<file path="src/rtl/mult_pkg.sv">
// Shared definitions for the iterative shift-add multiplier:
// FSM encodings and the counter-width helper.
package mult_pkg;

  typedef enum logic [1:0] {
    ST_IDLE = 2'd0,
    ST_RUN  = 2'd1,
    ST_FIX  = 2'd2,
    ST_DONE = 2'd3
  } state_t;

  // Wide enough to hold the full iteration count n, not just n-1.
  function automatic int cnt_width(input int n);
    return $clog2(n) + 1;
  endfunction

endpackage

</file>
<file path="src/rtl/mult_pp_step.sv">
// One RUN iteration: adds the shifted magnitude of the multiplicand into the
// accumulator once for every set bit in the current multiplier slice.
module mult_pp_step #(
  parameter int WIDTH          = 16,
  parameter int BITS_PER_CYCLE = 1,
  parameter int CNT_W          = 5
) (
  input  logic [2*WIDTH-1:0]        acc,
  input  logic [WIDTH:0]            mcand,
  input  logic [BITS_PER_CYCLE-1:0] slice,
  input  logic [CNT_W-1:0]          cnt,
  output logic [2*WIDTH-1:0]        acc_next
);

  logic [2*WIDTH-1:0] mc_ext;

  assign mc_ext = {{(WIDTH-1){1'b0}}, mcand};

  always_comb begin
    acc_next = acc;
    for (int j = 0; j < BITS_PER_CYCLE; j++) begin
      if (slice[j]) begin
        acc_next = acc_next + (mc_ext << (int'(cnt) * BITS_PER_CYCLE + j));
      end
    end
  end

endmodule

</file>
<file path="src/rtl/seq_multiplier.sv">
// Iterative signed/unsigned multiplier for MULT/MULTU with a fixed,
// data-independent latency behind a start/busy/done handshake.
//
// state   | meaning
// --------+-------------------------------------------------------------
// ST_IDLE | waiting for start; hi/lo hold the last product
// ST_RUN  | accumulating partial products, BITS_PER_CYCLE bits per cycle
// ST_FIX  | applying the sign to the magnitude product, loading hi/lo
// ST_DONE | one-cycle done pulse; a new start is accepted here as well
module seq_multiplier
  import mult_pkg::*;
#(
  parameter int WIDTH          = 16,
  parameter int BITS_PER_CYCLE = 1
) (
  input  logic             clk,
  input  logic             rst,
  input  logic             start,
  input  logic             is_signed,
  input  logic [WIDTH-1:0] multiplicand,
  input  logic [WIDTH-1:0] multiplier,
  output logic             busy,
  output logic             done,
  output logic [WIDTH-1:0] hi,
  output logic [WIDTH-1:0] lo
);

  localparam int N     = WIDTH / BITS_PER_CYCLE;
  localparam int CNT_W = cnt_width(N);
  localparam logic [WIDTH:0] ONE_W1 = (WIDTH+1)'(1);

  state_t               state_q, state_d;
  logic [2*WIDTH-1:0]   acc_q, acc_step, acc_fix;
  logic [WIDTH:0]       mcand_q, mplier_q;
  logic [CNT_W-1:0]     cnt_q;
  logic                 neg_q;
  logic                 accept;
  logic                 a_neg, b_neg;
  logic [WIDTH:0]       a_abs, b_abs;

  // Magnitudes are one bit wider so that -2^(WIDTH-1) is represented exactly.
  always_comb begin
    a_neg = is_signed & multiplicand[WIDTH-1];
    b_neg = is_signed & multiplier[WIDTH-1];
    a_abs = a_neg ? (~{1'b1, multiplicand} + ONE_W1) : {1'b0, multiplicand};
    b_abs = b_neg ? (~{1'b1, multiplier} + ONE_W1) : {1'b0, multiplier};
  end

  assign acc_fix = neg_q ? (~acc_q + (2*WIDTH)'(1)) : acc_q;

  mult_pp_step #(
    .WIDTH          (WIDTH),
    .BITS_PER_CYCLE (BITS_PER_CYCLE),
    .CNT_W          (CNT_W)
  ) u_step (
    .acc      (acc_q),
    .mcand    (mcand_q),
    .slice    (mplier_q[BITS_PER_CYCLE-1:0]),
    .cnt      (cnt_q),
    .acc_next (acc_step)
  );

  always_comb begin
    state_d = state_q;
    accept  = 1'b0;
    busy    = 1'b0;
    done    = 1'b0;
    case (state_q)
      ST_IDLE, ST_DONE: begin
        done    = (state_q == ST_DONE);
        accept  = start;
        state_d = start ? ST_RUN : ST_IDLE;
      end
      ST_RUN: begin
        busy = 1'b1;
        if (cnt_q == CNT_W'(N - 1)) state_d = ST_FIX;
      end
      ST_FIX: begin
        busy    = 1'b1;
        state_d = ST_DONE;
      end
      default: state_d = ST_IDLE;
    endcase
  end

  always_ff @(posedge clk) begin
    if (rst) begin
      state_q  <= ST_IDLE;
      acc_q    <= '0;
      mcand_q  <= '0;
      mplier_q <= '0;
      cnt_q    <= '0;
      neg_q    <= 1'b0;
      hi       <= '0;
      lo       <= '0;
    end else begin
      state_q <= state_d;
      if (accept) begin
        mcand_q  <= a_abs;
        mplier_q <= b_abs;
        neg_q    <= a_neg ^ b_neg;
        acc_q    <= '0;
        cnt_q    <= '0;
      end else if (state_q == ST_RUN) begin
        acc_q    <= acc_step;
        mplier_q <= mplier_q >> BITS_PER_CYCLE;
        cnt_q    <= cnt_q + CNT_W'(1);
      end else if (state_q == ST_FIX) begin
        acc_q <= acc_fix;
        hi    <= acc_fix[2*WIDTH-1:WIDTH];
        lo    <= acc_fix[WIDTH-1:0];
      end
    end
  end

endmodule

</file>
<file path="config.mk">
export PLATFORM = sky130hd
export DESIGN_NAME = seq_multiplier
export DESIGN_NICKNAME = d
export VERILOG_FILES = /design/src/rtl/mult_pkg.sv /design/src/rtl/mult_pp_step.sv /design/src/rtl/seq_multiplier.sv
export SDC_FILE = /design/constraint.sdc
export NUM_CORES = 1
export LEC_CHECK = 0
export CAP_MARGIN = 20
export CORE_MARGIN = 4
export CORE_UTILIZATION = 54
export CTS_CLUSTER_SIZE = 30
export DETAILED_ROUTE_END_ITERATION = 8
export PLACE_DENSITY = 0.78
export SETUP_SLACK_MARGIN = 0.05
export SLEW_MARGIN = 5
export SYNTH_ARGS = -nofsm -noshare
export SYNTH_HDL_FRONTEND = slang
export SYNTH_SLANG_ARGS = --single-unit
</file>
<file path="constraint.sdc">
create_clock -name clk -period 4.47 [get_ports clk]
set_clock_uncertainty 0.1 [all_clocks]
set_input_delay 0.894 -clock clk [delete_from_list [all_inputs] [get_ports clk]]
set_output_delay 0.894 -clock clk [all_outputs]
set_load 0.005 [all_outputs]
</file>
==> out/summary.md <==
* period utilisation layout: 94.4%
* worst flop-to-flop path startpoint: cnt_q[1]
* switching power of the nets: 0.00218 W
* total placed cells including tap cells: 1,278
* CTS tree: built
* worst flop-to-flop path endpoint: acc_q[30]
* initial antenna violation count: 0
* type of the most critical hold path: reg2reg
* number of buffers on the longest clock path: 2
* number of flip-flops and latches in the synthesized netlist: 106
* outcome: completed
* Yosys top cell area share: 26.2%
* most used flip-flop cell after synthesis: sky130_fd_sc_hd__dfxtp_1
* starting utilization of the core area: 55.5%
* post-synthesis sequential area ratio: 26.2%
* clock-pin slew of the registers on the worst-case setup and hold paths: 0.07 ns
* Final Hold Vio Count: 0
* Placement Rows: 44
* Reg2Reg Depth: 15
* number of nets in the final layout: 1,181
* most common cell after layout, fill and taps aside: sky130_fd_sc_hd__nor2_1
* TritonCTS Sinks: 106
* Remaining Overflow, GRT: 0
* ANT nets after route: 0
* Yosys Warn Count: 0
* pin count of the biggest net entering global routing: 69
* share of power burned in the clock network: 16.7%
* maximum clock frequency: 237 MHz
* Net Count, Synth: 1,148
* buffer cell driving the clock tree root: sky130_fd_sc_hd__clkbuf_16
* overall track demand over capacity in global routing: 26.6%
* remaining max-slew budget at the tightest pin: 23.7%
* finished layout cell area: 0.00928 sq mm
* Layout area overhead: 14.5%
* Port Buffer Count: 69
* hold path startpoint: lo[0]
* drt via density: 6.03
* worst hold path cell count: 2
* length of the first detailed-routing pass in iterations: 5
* max_cap viols: 0
* total length of routed wires: 22.4 mm
* number of top-level design ports: 70
* utilization of the core after routing: 63.6%
* Async S/R FF share, synth: 0%
* worst skew pair latency: 0.36 ns
* summed instance area of the synthesized netlist: 0.00810 sq mm
* Reg2Reg Setup Slack: 0.25 ns
* detailed placer's ending HPWL: 16.6 mm
* Total Negative Setup Slacks: 0 ns
* fraction of final layout cells sized beyond drive strength 1: 6.94%
* min cycle time layout: 4.22 ns
* commonest cells after routing, fill and taps aside: sky130_fd_sc_hd__nor2_1, sky130_fd_sc_hd__nand2_1, sky130_fd_sc_hd__dfxtp_1
* non-filler cells, final: 1,293
* top post-synthesis cells by area: sky130_fd_sc_hd__dfxtp_1, sky130_fd_sc_hd__nor2_1, sky130_fd_sc_hd__xor2_1
* cell count after synthesis: 1,072
* vias after detailed routing: 7,791
* placement-stage cell area: 0.00893 sq mm
* data arrival time of the critical path: 4.40 ns
* Comb pwr share: 54.2%
* sequential cell area: 0.00212 sq mm
* final count of negative-setup-slack endpoints: 0
* Core ar.: 0.0146 sq mm
* sequential power share: 29.1%
* reported leakage power: 3.53 nW
* final estimated routing congestion in global placement: 1.01
* via count of the first global-routing pass: 7,119
* Iteration-0 DRC Markers: 502
* Post-Syn Area per Cell: 7.56 sq um
* Die ar.: 0.0170 sq mm
* dominant cell type by area after synthesis: sky130_fd_sc_hd__dfxtp_1
* fillcell total: 1,366
* Die Span Y: 130 um
* endpoint of the worst hold path: lo[0]
* PnR Total Power: 0.00485 W
* TritonCTS buffer count: 9
* hold buffer count at cts: 0
* Residual DRC: 0
* required time at the worst-slack endpoint: 4.65 ns
* horizontal die dimension: 130 um
* slew at the pin with the worst max-slew slack: 1.14 ns
* element type at the critical path start: flop
* maximum resistive drop on vdd: 0.240 mV
* pwr dens: 523 mW/mm^2
* Sw Ratio: 45.0%
* largest driver fanout on the critical path: 29
* setup repair after global routing missed its margin: no
* total number of H-tree levels: 3
* count of cell types in the netlist: 64
* final antenna diode count: 0
* per-cell routed wire length: 17.3 um
* Post-synth EDFFs: 0
* Max Transition Viols Final: 0
* Critical Setup Path Class: reg2reg
* internal power: 0.00267 W
* global-route wire length before repair: 36.1 mm
* multi-input combinational cell area: 0.00564 sq mm
* critical path capture point type: flop
-- worst max-delay path, cell delays in order, from the launching register on --
cell and delay, ns:
sky130_fd_sc_hd__dfxtp_1 0.36, sky130_fd_sc_hd__buf_12 0.20, sky130_fd_sc_hd__mux2_2 0.36, sky130_fd_sc_hd__o21ai_0 0.29, sky130_fd_sc_hd__mux2i_1 0.19, sky130_fd_sc_hd__o21ai_0 0.38
sky130_fd_sc_hd__nor2_1 0.11, sky130_fd_sc_hd__ha_1 0.32, sky130_fd_sc_hd__inv_1 0.08, sky130_fd_sc_hd__nor2_1 0.17, sky130_fd_sc_hd__o2111ai_1 0.14, sky130_fd_sc_hd__o21a_1 0.26
sky130_fd_sc_hd__o41ai_4 0.51, sky130_fd_sc_hd__nand4_1 0.16, sky130_fd_sc_hd__mux2_2 0.30, sky130_fd_sc_hd__a211oi_2 0.20
-- power by group through the flow --
stage / clock network, W / registers (W) / logic (W)
after floorplan: 0 / 0.00137 / 0.00181
after global placement: 0 / 0.00141 / 0.00256
after detailed placement: 0 / 0.00142 / 0.00258
after CTS: 0.000824 / 0.00141 / 0.00261
after global routing: 0.000863 / 0.00145 / 0.00291
final: 0.000810 / 0.00141 / 0.00263
-- cell type report --
class	count	area share (%)
Clock buffer	9	2.43
Clock inverter	6	0.796
Inverter	28	1.13
Multi-Input combinational cell	867	60.8
Sequential cell	106	22.9
Tap cell	184	2.48
Timing Repair Buffer	93	9.47
-- routing by layer --
metal / track usage, % / part of all wire [%] / routed length [um]
met1: 36.0 / 46 / 10200
met2: 43.1 / 45 / 10100
met3: 3.74 / 6.1 / 1360
met4: 10.1 / 3.1 / 690
met5: 0 / 0 / 0
-- sequential cells by signal, indices dropped and copies added (netlist names) --
register,cells
acc_q,32
cnt_q,5
hi,16
lo,16
mcand_q,17
mplier_q,17
neg_q,1
state_q,2
-- synthesized netlist by cell type (all sizes together), types with 21 or more instances --
cell and n:
nor2 154, nand2 112, dfxtp 106, a21oi 71
o21ai 70, a211oi 66, xor2 56, clkbuf 54
mux2i 41, ha 39, inv 27, xnor2 26
nor3 21
-- stage by stage --
stage | hold WS [ns] | setup WS (ns)
after floorplan | 0.341 | 0.304
final | 0.367 | 0.249
after global placement | 0.355 | 0.201
after detailed placement | 0.355 | 0.250
after global routing | 0.388 | 0.102
after CTS | 0.372 | 0.231
-- kinds of logic (layout without fill, tap and decap cells) --
kind of cell	Yosys count	after routing	share of synthesized area, %
adders and majority gates	40	40	6.27
muxes	57	57	7.71
and+or+nand+nor	375	375	20.6
xor gates and xnor gates	82	82	8.86
buffers and inverters	99	136	4.85
AOI/OAI and AO/OA	313	313	25.5
DFF	106	106	26.2
-- how the worst max path moves through the flow --
stage               slack [ns]         to  startpoint
floorplan                 0.30  acc_q[29]    cnt_q[1]
global placement          0.20  acc_q[30]    cnt_q[1]
detailed placement        0.25  acc_q[30]    cnt_q[1]
CTS                       0.23  acc_q[30]    cnt_q[1]
global route              0.10  acc_q[30]    cnt_q[1]
finish                    0.25  acc_q[30]    cnt_q[1]
-- what timing repair did --
action	CTS	global route
setup endpoints to repair	0	3
hold endpoints to repair	0	0
resized for setup	0	8
buffers inserted	0	0
(Power assumes the default switching activity.)
